[src/rtl/carfield_mbox_pkg.sv]
// -----------------------------------------------------------------------------
// carfield_mbox_pkg
// Shared definitions for the Carfield mailbox unit: per-mailbox register byte
// offsets, slot stride, handshake FSM state encoding, the per-mailbox state
// record and a byte-strobe merge helper.
// -----------------------------------------------------------------------------
package carfield_mbox_pkg;

  // Each mailbox occupies one 0x40-byte slot inside the window.
  localparam int unsigned SlotStride = 'h40;
  localparam int unsigned SlotShift  = $clog2(SlotStride);

  // Register byte offsets inside a slot.
  localparam logic [5:0] OFF_LETTER0  = 6'h00;
  localparam logic [5:0] OFF_LETTER1  = 6'h04;
  localparam logic [5:0] OFF_DOORBELL = 6'h08;
  localparam logic [5:0] OFF_ACK      = 6'h0C;
  localparam logic [5:0] OFF_SND_CLR  = 6'h10;
  localparam logic [5:0] OFF_IRQ_EN   = 6'h14;

  typedef enum logic {
    ST_IDLE,
    ST_RESP
  } state_e;

  typedef struct packed {
    logic [31:0] letter0;
    logic [31:0] letter1;
    logic        rcv_pend;
    logic        snd_pend;
    logic        rcv_en;
    logic        snd_en;
  } mbox_state_t;

  // Replace only the bytes whose strobe bit is set.
  function automatic logic [31:0] apply_wstrb(input logic [31:0] old_val,
                                              input logic [31:0] new_val,
                                              input logic [3:0]  strb);
    logic [31:0] res;
    res = old_val;
    for (int b = 0; b < 4; b++) begin
      if (strb[b]) res[8*b +: 8] = new_val[8*b +: 8];
    end
    return res;
  endfunction

endpackage

[src/rtl/carfield_mailbox_unit_if.sv]
// -----------------------------------------------------------------------------
// carfield_mailbox_unit_if
// Request/response register-bus bundle for the mailbox unit. Signal names keep
// the responder-side _i/_o suffixes so they read the same as the unit's pins.
//   slave  modport : the mailbox unit (accepts requests, returns responses)
//   master modport : the host side driving requests
// -----------------------------------------------------------------------------
interface carfield_mailbox_unit_if #(
  parameter int AddrWidth = 64,
  parameter int DataWidth = 32
) ();

  logic                   req_valid_i;
  logic                   req_ready_o;
  logic [AddrWidth-1:0]   req_addr_i;
  logic                   req_write_i;
  logic [DataWidth-1:0]   req_wdata_i;
  logic [DataWidth/8-1:0] req_wstrb_i;
  logic                   rsp_valid_o;
  logic                   rsp_ready_i;
  logic [DataWidth-1:0]   rsp_rdata_o;
  logic                   rsp_error_o;

  modport slave (
    input  req_valid_i, req_addr_i, req_write_i, req_wdata_i, req_wstrb_i,
    input  rsp_ready_i,
    output req_ready_o, rsp_valid_o, rsp_rdata_o, rsp_error_o
  );

  modport master (
    output req_valid_i, req_addr_i, req_write_i, req_wdata_i, req_wstrb_i,
    output rsp_ready_i,
    input  req_ready_o, rsp_valid_o, rsp_rdata_o, rsp_error_o
  );

endinterface

[src/rtl/carfield_mbox_slot.sv]
// -----------------------------------------------------------------------------
// carfield_mbox_slot
// Registers of one mailbox: two letter words, doorbell/ack pend bits, interrupt
// enables, and the registered doorbell/completion interrupt outputs.
//   clk_i, rst_i  clock, synchronous active-high reset
//   we_i          decoded, error-free write to this slot
//   reg_off_i     byte offset inside the slot
//   wdata_i       write data, wstrb_i byte strobes
//   state_o       current register contents (for the read mux)
//   irq_rcv_o     rcv_pend & rcv_en, irq_snd_o snd_pend & snd_en
// -----------------------------------------------------------------------------
module carfield_mbox_slot
  import carfield_mbox_pkg::*;
(
  input  logic        clk_i,
  input  logic        rst_i,
  input  logic        we_i,
  input  logic [5:0]  reg_off_i,
  input  logic [31:0] wdata_i,
  input  logic [3:0]  wstrb_i,
  output mbox_state_t state_o,
  output logic        irq_rcv_o,
  output logic        irq_snd_o
);

  mbox_state_t state_q, state_d;
  logic        irq_rcv_q, irq_snd_q;
  logic        ctrl_hit;

  // Control registers only react to a set bit 0 in the low byte.
  assign ctrl_hit = wstrb_i[0] & wdata_i[0];

  always_comb begin
    // NOTE: default assigned first so every path drives state_d; no latch.
    state_d = state_q;
    if (we_i) begin
      case (reg_off_i)
        OFF_LETTER0:  state_d.letter0 = apply_wstrb(state_q.letter0, wdata_i, wstrb_i);
        OFF_LETTER1:  state_d.letter1 = apply_wstrb(state_q.letter1, wdata_i, wstrb_i);
        OFF_DOORBELL: if (ctrl_hit) state_d.rcv_pend = 1'b1;
        OFF_ACK: begin
          // An ack without a pending doorbell is silently ignored.
          if (ctrl_hit && state_q.rcv_pend) begin
            state_d.rcv_pend = 1'b0;
            state_d.snd_pend = 1'b1;
          end
        end
        OFF_SND_CLR:  if (ctrl_hit) state_d.snd_pend = 1'b0;
        OFF_IRQ_EN: begin
          if (wstrb_i[0]) begin
            state_d.rcv_en = wdata_i[0];
            state_d.snd_en = wdata_i[1];
          end
        end
        default: ;
      endcase
    end
  end

  // NOTE: letters live in flops, not a RAM, and are reset with everything
  // else so a post-reset read returns 0.
  always_ff @(posedge clk_i) begin
    // NOTE: non-blocking assignments for all state in clocked processes.
    if (rst_i) begin
      state_q   <= '0;
      irq_rcv_q <= 1'b0;
      irq_snd_q <= 1'b0;
    end else begin
      state_q   <= state_d;
      // Built from next state so the irq moves together with rsp_valid_o.
      irq_rcv_q <= state_d.rcv_pend & state_d.rcv_en;
      irq_snd_q <= state_d.snd_pend & state_d.snd_en;
    end
  end

  assign state_o   = state_q;
  assign irq_rcv_o = irq_rcv_q;
  assign irq_snd_o = irq_snd_q;

endmodule

[src/rtl/carfield_mailbox_unit.sv]
// -----------------------------------------------------------------------------
// carfield_mailbox_unit
// Register-bus responder for the inter-domain mailbox window. Decodes host
// accesses, runs the single-outstanding IDLE/RESP handshake and hosts NumMbox
// mailbox slots.
//   clk_i, rst_i          clock, synchronous active-high reset
//   bus (slave modport)   req_* request channel, rsp_* response channel
//   irq_rcv_o[NumMbox]    per-mailbox doorbell interrupt (receiver side)
//   irq_snd_o[NumMbox]    per-mailbox completion interrupt (sender side)
// -----------------------------------------------------------------------------
module carfield_mailbox_unit
  import carfield_mbox_pkg::*;
#(
  parameter int          AddrWidth = 64,
  parameter int          DataWidth = 32,
  parameter int          NumMbox   = 4,
  parameter logic [63:0] MboxBase  = 64'h4000_0000,
  parameter logic [63:0] MboxSize  = 64'h0000_1000
) (
  input  logic                   clk_i,
  input  logic                   rst_i,
  carfield_mailbox_unit_if.slave bus,
  output logic [NumMbox-1:0]     irq_rcv_o,
  output logic [NumMbox-1:0]     irq_snd_o
);

  state_e                state_q, state_d;
  logic [DataWidth-1:0]  rsp_rdata_q;
  logic                  rsp_error_q;

  logic [AddrWidth-1:0]  off;
  logic [3:0]            slot;
  logic [5:0]            reg_off;
  logic                  acc_err, accept;
  logic [DataWidth-1:0]  rd_data;
  mbox_state_t           slot_state [NumMbox];
  mbox_state_t           sel;

  // ---------------------------------------------------------------------------
  // Decode. An address below the base wraps to a huge offset, so one unsigned
  // compare covers both window edges. Slot and register come straight from the
  // offset bits.
  // ---------------------------------------------------------------------------
  assign off     = bus.req_addr_i - MboxBase[AddrWidth-1:0];
  assign slot    = off[SlotShift +: 4];
  assign reg_off = off[5:0];

  assign acc_err = (off >= MboxSize[AddrWidth-1:0])
                 | (int'(slot) >= NumMbox)
                 | (bus.req_addr_i[1:0] != 2'b00)
                 | (reg_off > OFF_IRQ_EN);

  assign accept = (state_q == ST_IDLE) & bus.req_valid_i;

  for (genvar i = 0; i < NumMbox; i++) begin : g_slot
    carfield_mbox_slot u_slot (
      .clk_i     (clk_i),
      .rst_i     (rst_i),
      .we_i      (accept & ~acc_err & bus.req_write_i & (slot == 4'(i))),
      .reg_off_i (reg_off),
      .wdata_i   (bus.req_wdata_i),
      .wstrb_i   (bus.req_wstrb_i),
      .state_o   (slot_state[i]),
      .irq_rcv_o (irq_rcv_o[i]),
      .irq_snd_o (irq_snd_o[i])
    );
  end

  // Read mux; ACK and SND_CLR read back as 0.
  always_comb begin
    sel = '0;
    for (int i = 0; i < NumMbox; i++) begin
      if (slot == 4'(i)) sel = slot_state[i];
    end
    rd_data = '0;
    case (reg_off)
      OFF_LETTER0:  rd_data = sel.letter0;
      OFF_LETTER1:  rd_data = sel.letter1;
      OFF_DOORBELL: rd_data[1:0] = {sel.snd_pend, sel.rcv_pend};
      OFF_IRQ_EN:   rd_data[1:0] = {sel.snd_en, sel.rcv_en};
      default:      ;
    endcase
  end

  // ---------------------------------------------------------------------------
  // Handshake FSM
  // ---------------------------------------------------------------------------
  always_ff @(posedge clk_i) begin
    if (rst_i) state_q <= ST_IDLE;
    else       state_q <= state_d;
  end

  always_comb begin
    state_d         = state_q;
    bus.req_ready_o = 1'b0;
    bus.rsp_valid_o = 1'b0;
    case (state_q)
      ST_IDLE: begin
        bus.req_ready_o = 1'b1;
        if (bus.req_valid_i) state_d = ST_RESP;
      end
      ST_RESP: begin
        bus.rsp_valid_o = 1'b1;
        if (bus.rsp_ready_i) state_d = ST_IDLE;
      end
      default: state_d = ST_IDLE;
    endcase
  end

  // Response registers load only on accept, so they hold under backpressure.
  always_ff @(posedge clk_i) begin
    if (rst_i) begin
      rsp_rdata_q <= '0;
      rsp_error_q <= 1'b0;
    end else if (accept) begin
      rsp_rdata_q <= (acc_err | bus.req_write_i) ? '0 : rd_data;
      rsp_error_q <= acc_err;
    end
  end

  assign bus.rsp_rdata_o = rsp_rdata_q;
  assign bus.rsp_error_o = rsp_error_q;

endmodule

[src/flat_wrapper.sv]
// flat-port wrapper written by rule: the top's interface ports become plain ports
module carfield_mailbox_unit_flat import carfield_mbox_pkg::*;
#(
  parameter int          AddrWidth = 64,
  parameter int          DataWidth = 32,
  parameter int          NumMbox   = 4,
  parameter logic [63:0] MboxBase  = 64'h4000_0000,
  parameter logic [63:0] MboxSize  = 64'h0000_1000
)
  (clk_i, rst_i, irq_rcv_o, irq_snd_o, bus_req_valid_i, bus_req_addr_i, bus_req_write_i, bus_req_wdata_i, bus_req_wstrb_i, bus_rsp_ready_i, bus_req_ready_o, bus_rsp_valid_o, bus_rsp_rdata_o, bus_rsp_error_o);
  carfield_mailbox_unit_if #(.AddrWidth(AddrWidth), .DataWidth(DataWidth)) bus_i ();
  input  logic clk_i;
  input  logic rst_i;
  output logic [NumMbox-1:0] irq_rcv_o;
  output logic [NumMbox-1:0] irq_snd_o;
  input wire logic [$bits(bus_i.req_valid_i)-1:0] bus_req_valid_i;
  input wire logic [$bits(bus_i.req_addr_i)-1:0] bus_req_addr_i;
  input wire logic [$bits(bus_i.req_write_i)-1:0] bus_req_write_i;
  input wire logic [$bits(bus_i.req_wdata_i)-1:0] bus_req_wdata_i;
  input wire logic [$bits(bus_i.req_wstrb_i)-1:0] bus_req_wstrb_i;
  input wire logic [$bits(bus_i.rsp_ready_i)-1:0] bus_rsp_ready_i;
  output wire logic [$bits(bus_i.req_ready_o)-1:0] bus_req_ready_o;
  output wire logic [$bits(bus_i.rsp_valid_o)-1:0] bus_rsp_valid_o;
  output wire logic [$bits(bus_i.rsp_rdata_o)-1:0] bus_rsp_rdata_o;
  output wire logic [$bits(bus_i.rsp_error_o)-1:0] bus_rsp_error_o;
  assign bus_i.req_valid_i = bus_req_valid_i;
  assign bus_i.req_addr_i = bus_req_addr_i;
  assign bus_i.req_write_i = bus_req_write_i;
  assign bus_i.req_wdata_i = bus_req_wdata_i;
  assign bus_i.req_wstrb_i = bus_req_wstrb_i;
  assign bus_i.rsp_ready_i = bus_rsp_ready_i;
  assign bus_req_ready_o = bus_i.req_ready_o;
  assign bus_rsp_valid_o = bus_i.rsp_valid_o;
  assign bus_rsp_rdata_o = bus_i.rsp_rdata_o;
  assign bus_rsp_error_o = bus_i.rsp_error_o;
  carfield_mailbox_unit #(.AddrWidth(AddrWidth), .DataWidth(DataWidth), .NumMbox(NumMbox), .MboxBase(MboxBase), .MboxSize(MboxSize)) u_core (.clk_i(clk_i), .rst_i(rst_i), .bus(bus_i), .irq_rcv_o(irq_rcv_o), .irq_snd_o(irq_snd_o));
endmodule
[config.mk]
export PLATFORM = sky130hd
export DESIGN_NAME = carfield_mailbox_unit_flat
export DESIGN_NICKNAME = d
export VERILOG_FILES = /design/src/rtl/carfield_mbox_pkg.sv /design/src/rtl/carfield_mailbox_unit_if.sv /design/src/rtl/carfield_mbox_slot.sv /design/src/rtl/carfield_mailbox_unit.sv /design/src/flat_wrapper.sv
export SDC_FILE = /design/constraint.sdc
export NUM_CORES = 1
export LEC_CHECK = 0
export ABC_AREA = 1
export CORE_MARGIN = 2
export CORE_UTILIZATION = 45
export DETAILED_ROUTE_END_ITERATION = 16
export PLACE_DENSITY = 0.69
export SLEW_MARGIN = 20
export SYNTH_ARGS = -nofsm -noshare
export SYNTH_HDL_FRONTEND = slang
export SYNTH_SLANG_ARGS = --single-unit
export TNS_END_PERCENT = 30
[constraint.sdc]
create_clock -name clk_i -period 5.7 [get_ports clk_i]
set_input_delay 1.14 -clock clk_i [delete_from_list [all_inputs] [get_ports clk_i]]
set_output_delay 1.14 -clock clk_i [all_outputs]
set_load 0.01 [all_outputs]
==> results of run 1 <==
==> stage by stage <==
stage               hold slack (ns)  area (µm²)  power, mW  instances
floorplan                     0.474       17800       2.45       2806
global placement              0.454       19500       2.61       3318
detailed placement            0.457       19500       2.61       3318
CTS                           0.467       20700       5.03       3380
global route                  0.485       20800       5.14       3381
finish                        0.465       20800       5.02       3381
==> worst paths after layout <==
kind                                            startpoint                                  end  slack [ns]  depth (start not counted)
worst max-delay path                     bus_req_addr_i[2]  u_core.g_slot[0].u_slot.state_o[55]        1.41                         17
worst min-delay path            u_core.bus.rsp_rdata_o[16]           u_core.bus.rsp_rdata_o[16]        0.47                          2
worst max register to register              u_core.state_q  u_core.g_slot[0].u_slot.state_o[55]        2.95                         10
worst min register to register  u_core.bus.rsp_rdata_o[16]           u_core.bus.rsp_rdata_o[16]        0.47                          2
==> worst max-delay path: stages <==
cell and delay [ns]:
clkdlybuf4s50_1 0.51, inv_1 0.09, nor2_1 0.08, nand2_1 0.10
nor2_1 0.30, nor2_1 0.07, nor2_1 0.17, nand3_1 0.12
nor2_1 0.13, nand3_1 0.10, nor2_2 0.18, nand3_4 0.20
nor3_4 0.68, buf_4 0.51, nand4_1 0.14, nand2_1 0.10
nor2_1 0.04
==> layout make-up <==
| type | count | area, µm² | share of cell area, % |
|---|---|---|---|
| Timing Repair Buffer | 183 | 1790 | 8.64 |
| Inverter | 597 | 2250 | 10.8 |
| Clock inverter | 9 | 135 | 0.651 |
| Tap cell | 518 | 648 | 3.12 |
| Sequential cell | 314 | 6290 | 30.3 |
| Multi-Input combinational cell | 1707 | 8540 | 41.1 |
| Clock buffer | 53 | 1120 | 5.38 |
==> placed cells by master, fill, tap and decap left out, types with 3 or more instances in the layout <==
| cell | netlist | final |
|---|---|---|
| clkbuf_8 | 0 | 11 |
| nand4_4 | 31 | 31 |
| o221ai_1 | 15 | 15 |
| nand4_1 | 256 | 256 |
| a21oi_1 | 88 | 88 |
| nor3_4 | 0 | 4 |
| nor2_4 | 4 | 5 |
| clkbuf_16 | 0 | 38 |
| nor2_2 | 8 | 11 |
| buf_12 | 3 | 5 |
| nor3_1 | 5 | 4 |
| nand2_1 | 674 | 673 |
| inv_2 | 2 | 3 |
| clkbuf_1 | 92 | 4 |
| inv_1 | 594 | 591 |
| nor2_1 | 379 | 375 |
| o22ai_1 | 120 | 120 |
| buf_2 | 30 | 5 |
| clkinv_2 | 0 | 4 |
| a221oi_1 | 22 | 22 |
| o21ai_0 | 11 | 11 |
| nand3b_1 | 7 | 7 |
| nand3_1 | 63 | 61 |
| bufinv_16 | 0 | 3 |
| buf_4 | 10 | 32 |
| dfxtp_1 | 314 | 314 |
| o21ai_1 | 5 | 5 |
| o32ai_1 | 4 | 4 |
| clkdlybuf4s50_1 | 0 | 140 |
==> per-layer routing <==
layer	up-vias	part of all wire, %
met5	-	0
met3	114	8.6
li1	8922	-
met1	8264	43
met4	0	2.9
met2	807	45
==> cells by family (layout without fill, tap and decap cells) <==
family | Yosys count | count (layout) | share of synthesized area (%)
AND/OR/NAND/NOR | 1440 | 1440 | 38.3
buffers and inverters | 785 | 842 | 17.2
AO/OA/AOI/OAI | 267 | 267 | 9.22
flip-flops | 314 | 314 | 35.2
==> power by group through the flow <==
stage / clock network (mW) / logic [mW] / registers (mW)
2_1_floorplan: 0 / 0.206 / 2.25
3_3_place_gp: 0 / 0.362 / 2.24
3_5_place_dp: 0 / 0.365 / 2.24
4_1_cts: 2.47 / 0.367 / 2.20
5_1_grt: 2.54 / 0.403 / 2.20
6_report: 2.45 / 0.375 / 2.20
==> state kept, by name, summed over array words and instances, names as in the netlist <==
| register | cells |
|---|---|
| u_core.bus.rsp_rdata_o | 32 |
| u_core.g_slot.u_slot.state_o | 272 |
| u_core.state_q | 1 |
| u_core.g_slot.u_slot.irq_rcv_o | 4 |
| u_core.g_slot.u_slot.irq_snd_o | 4 |
| u_core.bus.rsp_error_o | 1 |
==> results.toml, run 1 <==
[route]
vias = 18100
wl_per_cell_um = 17.0
vias_per_cell = 5.36
wirelength_um = 57500
detail-route-antenna-nets = 0
drt_iter0_drc = 1878
drc = 0
firstDrtPassIters = 8

[place]
gp_congestion = 0.881
hpwl_um = 35100
preCtsSetupSlack_ns = 0.960
io_buffers = 145

[clock_tree]
cts_sinks = 314
cts_made_buffers = 36
ctsHoldBuffers = 0
cts_resized = 0
post_cts_buffers = 0
clk_pin_slew_ns = 0.06
cts_root_buf = "clkbuf_16"
insertion_delay_ns = 0.55
cts_max_path_buffers = 3
h-tree-depth = 2
cts_tree = "yes"

[synth]
postSynthAreaPerCell_um2 = 6.36
synthTopCellsByCount = "nand2_1, inv_1, nor2_1, dfxtp_1, nand4_1"
ys_warn_count = 0
yosysMostFrequentCell = "nand2_1"
synthFlopType = "dfxtp_1"
netlist-cell-type-count = 36
yosysSeqAreaShare_pct = 35.2
synthCells = 2806
synth_enable_flop_cells = 0
synthArstFlopShare_pct = 0
syn_area_um2 = 17800
synthesis.nets = 2911
ys_top_cells_by_area = "dfxtp_1, nand2_1, inv_1"
ys_ff_latch = 314
synth_top_area_share_pct = 35.2
yosysTopAreaCell = "dfxtp_1"

[final_layout]
nNetsFinal = 2944
fillers = 3762
final_util_pct = 53.4
area_growth_pct = 16.4
diodes = 0
drive_gt1_share_pct = 5.83

[global_route]
first_global_vias = 16800
grt_max_degree = 149
met1_usage_pct = 36.6
grt_most_used_layer = "met2"
grt_use_met2_pct = 44.3
gr-usage-met3_pct = 4.06
antenna_found_initial = 0
grt_pass1_wl_um = 90200
grt_usage_pct = 27.2
overflow = 0

[critical_path]
required_ns = 6.12
cp-end-kind = "register"
crit_arrival_ns = 4.71
crit_type = "in -> reg"
cp_max_fo = 28
startpoint_type = "input port"

[timing]
period_needed_ns = 4.29
finalSetupViolCount = 0
rsz0062_at_grt = "false"
tightest_slew_ns = 0.974
fmax_ghz = 0.233
fin_setup_tns_ns = 0
timing_hold_violations_final = 0
clock_skew_ns = 0.0310
drv_slew = 0
finalWorstSetupSlack_ns = 1.41
slew-limit-headroom_pct = 35.1
finalCritPeriodShare_pct = 75.2

[floorplan]
core_area_um2 = 38900
die_w_um = 203
num_io_pins = 148
initial_utilization_pct = 45.8
die_h_um = 203
die_area_um2 = 41200
row_count = 72

[min_path]
hold_class = "reg -> reg"

[power_and_ir_drop]
p_seq_share_pct = 43.8
irDropWorstVdd_mv = 0.176
p_leak_nw = 9.08
p_comb_share_pct = 7.5
powerDensity_nw_per_um2 = 242
pwr-share-clk_pct = 48.8
p_int_mw = 3.81
power_switching_mw = 1.21
swShare_pct = 24.1

[flow_run]
max_cap_viol_count = 0

[outcome]
status = "completed"
No activity file was read; power rests on OpenSTA's default activity.
==> run 2: changes to the inputs <==
- PLACE_DENSITY: 0.69 -> 0.72
- clock period: 5.7 -> 3.81 ns (I/O delays scaled with it)
==> run 2 against run 1 <==
Final area up 2.2%. Critical path depth unchanged. Via count grew 1.4%. Wire length up 0.80%. Total power grew 46%. Combinational power increased by 54%. Sequential share of layout area shrank 0.64 points. Worst hold slack improved by 0.0010 ns. Register-to-register slack lost 1.1 ns. Critical endpoint is now u_core.g_slot[0].u_slot.state_o[44].
==> results.toml, run 2 (synthesis gave the netlist of run 1 again) <==
[critical_path]
crit_type = "in -> reg"
r2r_end = "u_core.g_slot[0].u_slot.state_o[44]"
path_delay_family = "simple AND/OR/NAND/NOR gates"
rr_worst_depth = 10
reg2reg_setup_slack_ns = 1.86
path_common_cell = "nand2_1"
crit_arrival_ns = 3.71
required_ns = 4.27
cp.buffers_inverters = 2
slowest_stage = "clkdlybuf4s50_1"
cp_max_fo = 16
startpoint_type = "input port"
cp-end-kind = "register"
regToRegStartpoint = "u_core.state_q"
cp_cell_sequence = "clkdlybuf4s50_1 -> nor2_4 -> nand2_2 -> nor2_4 -> nand2_1 -> o21ai_1 -> nand2_1 -> nor2_1 -> nand3_1 -> nor2_2 -> nand3_4 -> nor2_8 -> buf_12 -> nand4_4 -> nand2_1 -> nand2_1 -> nor2_1"
max_stage_delay_ns = 0.47

[global_route]
overflow = 0
grt_pass1_wl_um = 92600
first_global_vias = 17500
antenna_found_initial = 0
grt_max_degree = 102
grt_usage_pct = 27.7

[timing]
timing_hold_violations_final = 0
drv_slew = 0
rsz0062_at_grt = "false"
fin_setup_tns_ns = 0
clock_skew_ns = 0.0178
slew-limit-headroom_pct = 31.5
period_needed_ns = 3.25
tightest_slew_ns = 1.03
finalSetupViolCount = 0
fin_hold_ws_ns = 0.466
finalCritPeriodShare_pct = 85.4
finalWorstSetupSlack_ns = 0.557
fmax_ghz = 0.307

[clock_tree]
h-tree-depth = 2
cts_made_buffers = 36
cts_root_buf = "clkbuf_16"
cts_max_path_buffers = 3
ctsHoldBuffers = 0
cts_tree = "yes"
cts_resized = 0
cts_sinks = 314
clk_pin_slew_ns = 0.06
insertion_delay_ns = 0.54
post_cts_buffers = 0

[final_layout]
largest_reg_flops = 272
finalNonFillerCells = 3416
final_common_cell = "nand2_1"
layout_common_cells = "nand2_1, inv_1, nor2_1, dfxtp_1, nand4_1"
diodes = 0
area_growth_pct = 18.9
fin_area_um2 = 21200
drive_gt1_share_pct = 6.73
nNetsFinal = 2977
fillers = 3743

[route]
vias_per_cell = 5.37
detail-route-antenna-nets = 0
wirelength_um = 58000
vias = 18400
firstDrtPassIters = 8
wl_per_cell_um = 17.0
drc = 0
drt_iter0_drc = 1922

[place]
io_buffers = 145
gp_congestion = 0.960
preCtsSetupSlack_ns = 0.0235
dpl_cell_area_um2 = 20000
hpwl_um = 37200
place_inst = 3352

[min_path]
hp-start = "u_core.bus.rsp_rdata_o[22]"
holdPathStages = 2
hold_class = "reg -> reg"
hold_end = "u_core.bus.rsp_rdata_o[22]"

[floorplan]
die_h_um = 203
die_w_um = 203
initial_utilization_pct = 45.8
num_io_pins = 148
row_count = 72
core_area_um2 = 38900
die_area_um2 = 41200

[power_and_ir_drop]
p_leak_nw = 9.29
powerDensity_nw_per_um2 = 345
irDropWorstVdd_mv = 0.222

[outcome]
status = "completed"

[flow_run]
max_cap_viol_count = 0
-- run 2: changes by cell type in the layout (fill, tap and decap cells not counted), sizes merged --
cell      delta
buf         +33
clkbuf       +5
clkinv       -4
bufinv       -2
inv          +2
clkinvlp     +1
-- run 2: cell type report --
cell class,count,area (µm²),area share [%]
clock buffer,58,1100,5.21
clock inverter,6,68.8,0.324
inverter,597,2250,10.6
multi-input combinational,1707,8540,40.2
sequential,314,6290,29.6
tap,518,648,3.06
timing repair buffer,216,2320,10.9
-- run 2: metrics by stage --
step	utilization (%)	power, mW
floorplan	-	3.67
global placement	51.5	3.92
detailed placement	51.5	3.92
CTS	54.5	7.35
global route	54.5	7.56
finish	54.5	7.33
-- run 2: metal layers --
metal  global-route usage, %  up-vias  share of wire, %
met4                    10.3        0               3.1
met3                    3.92      138               8.9
met5                       0        -                 0
met2                    46.1      854                46
li1                        -     8993                 -
met1                    36.5     8373                42
-- run 2: how the worst max path moves through the flow --
stage / startpoint / end / cells after the start
after floorplan: bus_req_addr_i[39] / u_core.g_slot[1].u_slot.state_o[1] / 17
after global placement: bus_req_addr_i[35] / u_core.g_slot[0].u_slot.state_o[45] / 17
after detailed placement: bus_req_addr_i[31] / u_core.g_slot[0].u_slot.state_o[44] / 17
after CTS: bus_req_addr_i[37] / u_core.g_slot[0].u_slot.state_o[18] / 15
after global routing: bus_req_addr_i[37] / u_core.g_slot[0].u_slot.state_o[12] / 15
final: bus_req_addr_i[31] / u_core.g_slot[0].u_slot.state_o[44] / 17
-- run 2: worst reg2reg max path: stages (launching register included) --
cell	delay, ns
dfxtp_1	0.31
inv_1	0.08
nand2_1	0.07
inv_1	0.19
nand3_4	0.15
nor2_8	0.23
buf_12	0.27
nand4_4	0.27
nand2_1	0.15
nand2_1	0.06
nor2_1	0.11
-- run 2: where the power goes --
part	internal, mW	switching [mW]
sequential	3.28	0.000792
combinational	0.194	0.383
clock	2.05	1.41
total	5.53	1.80
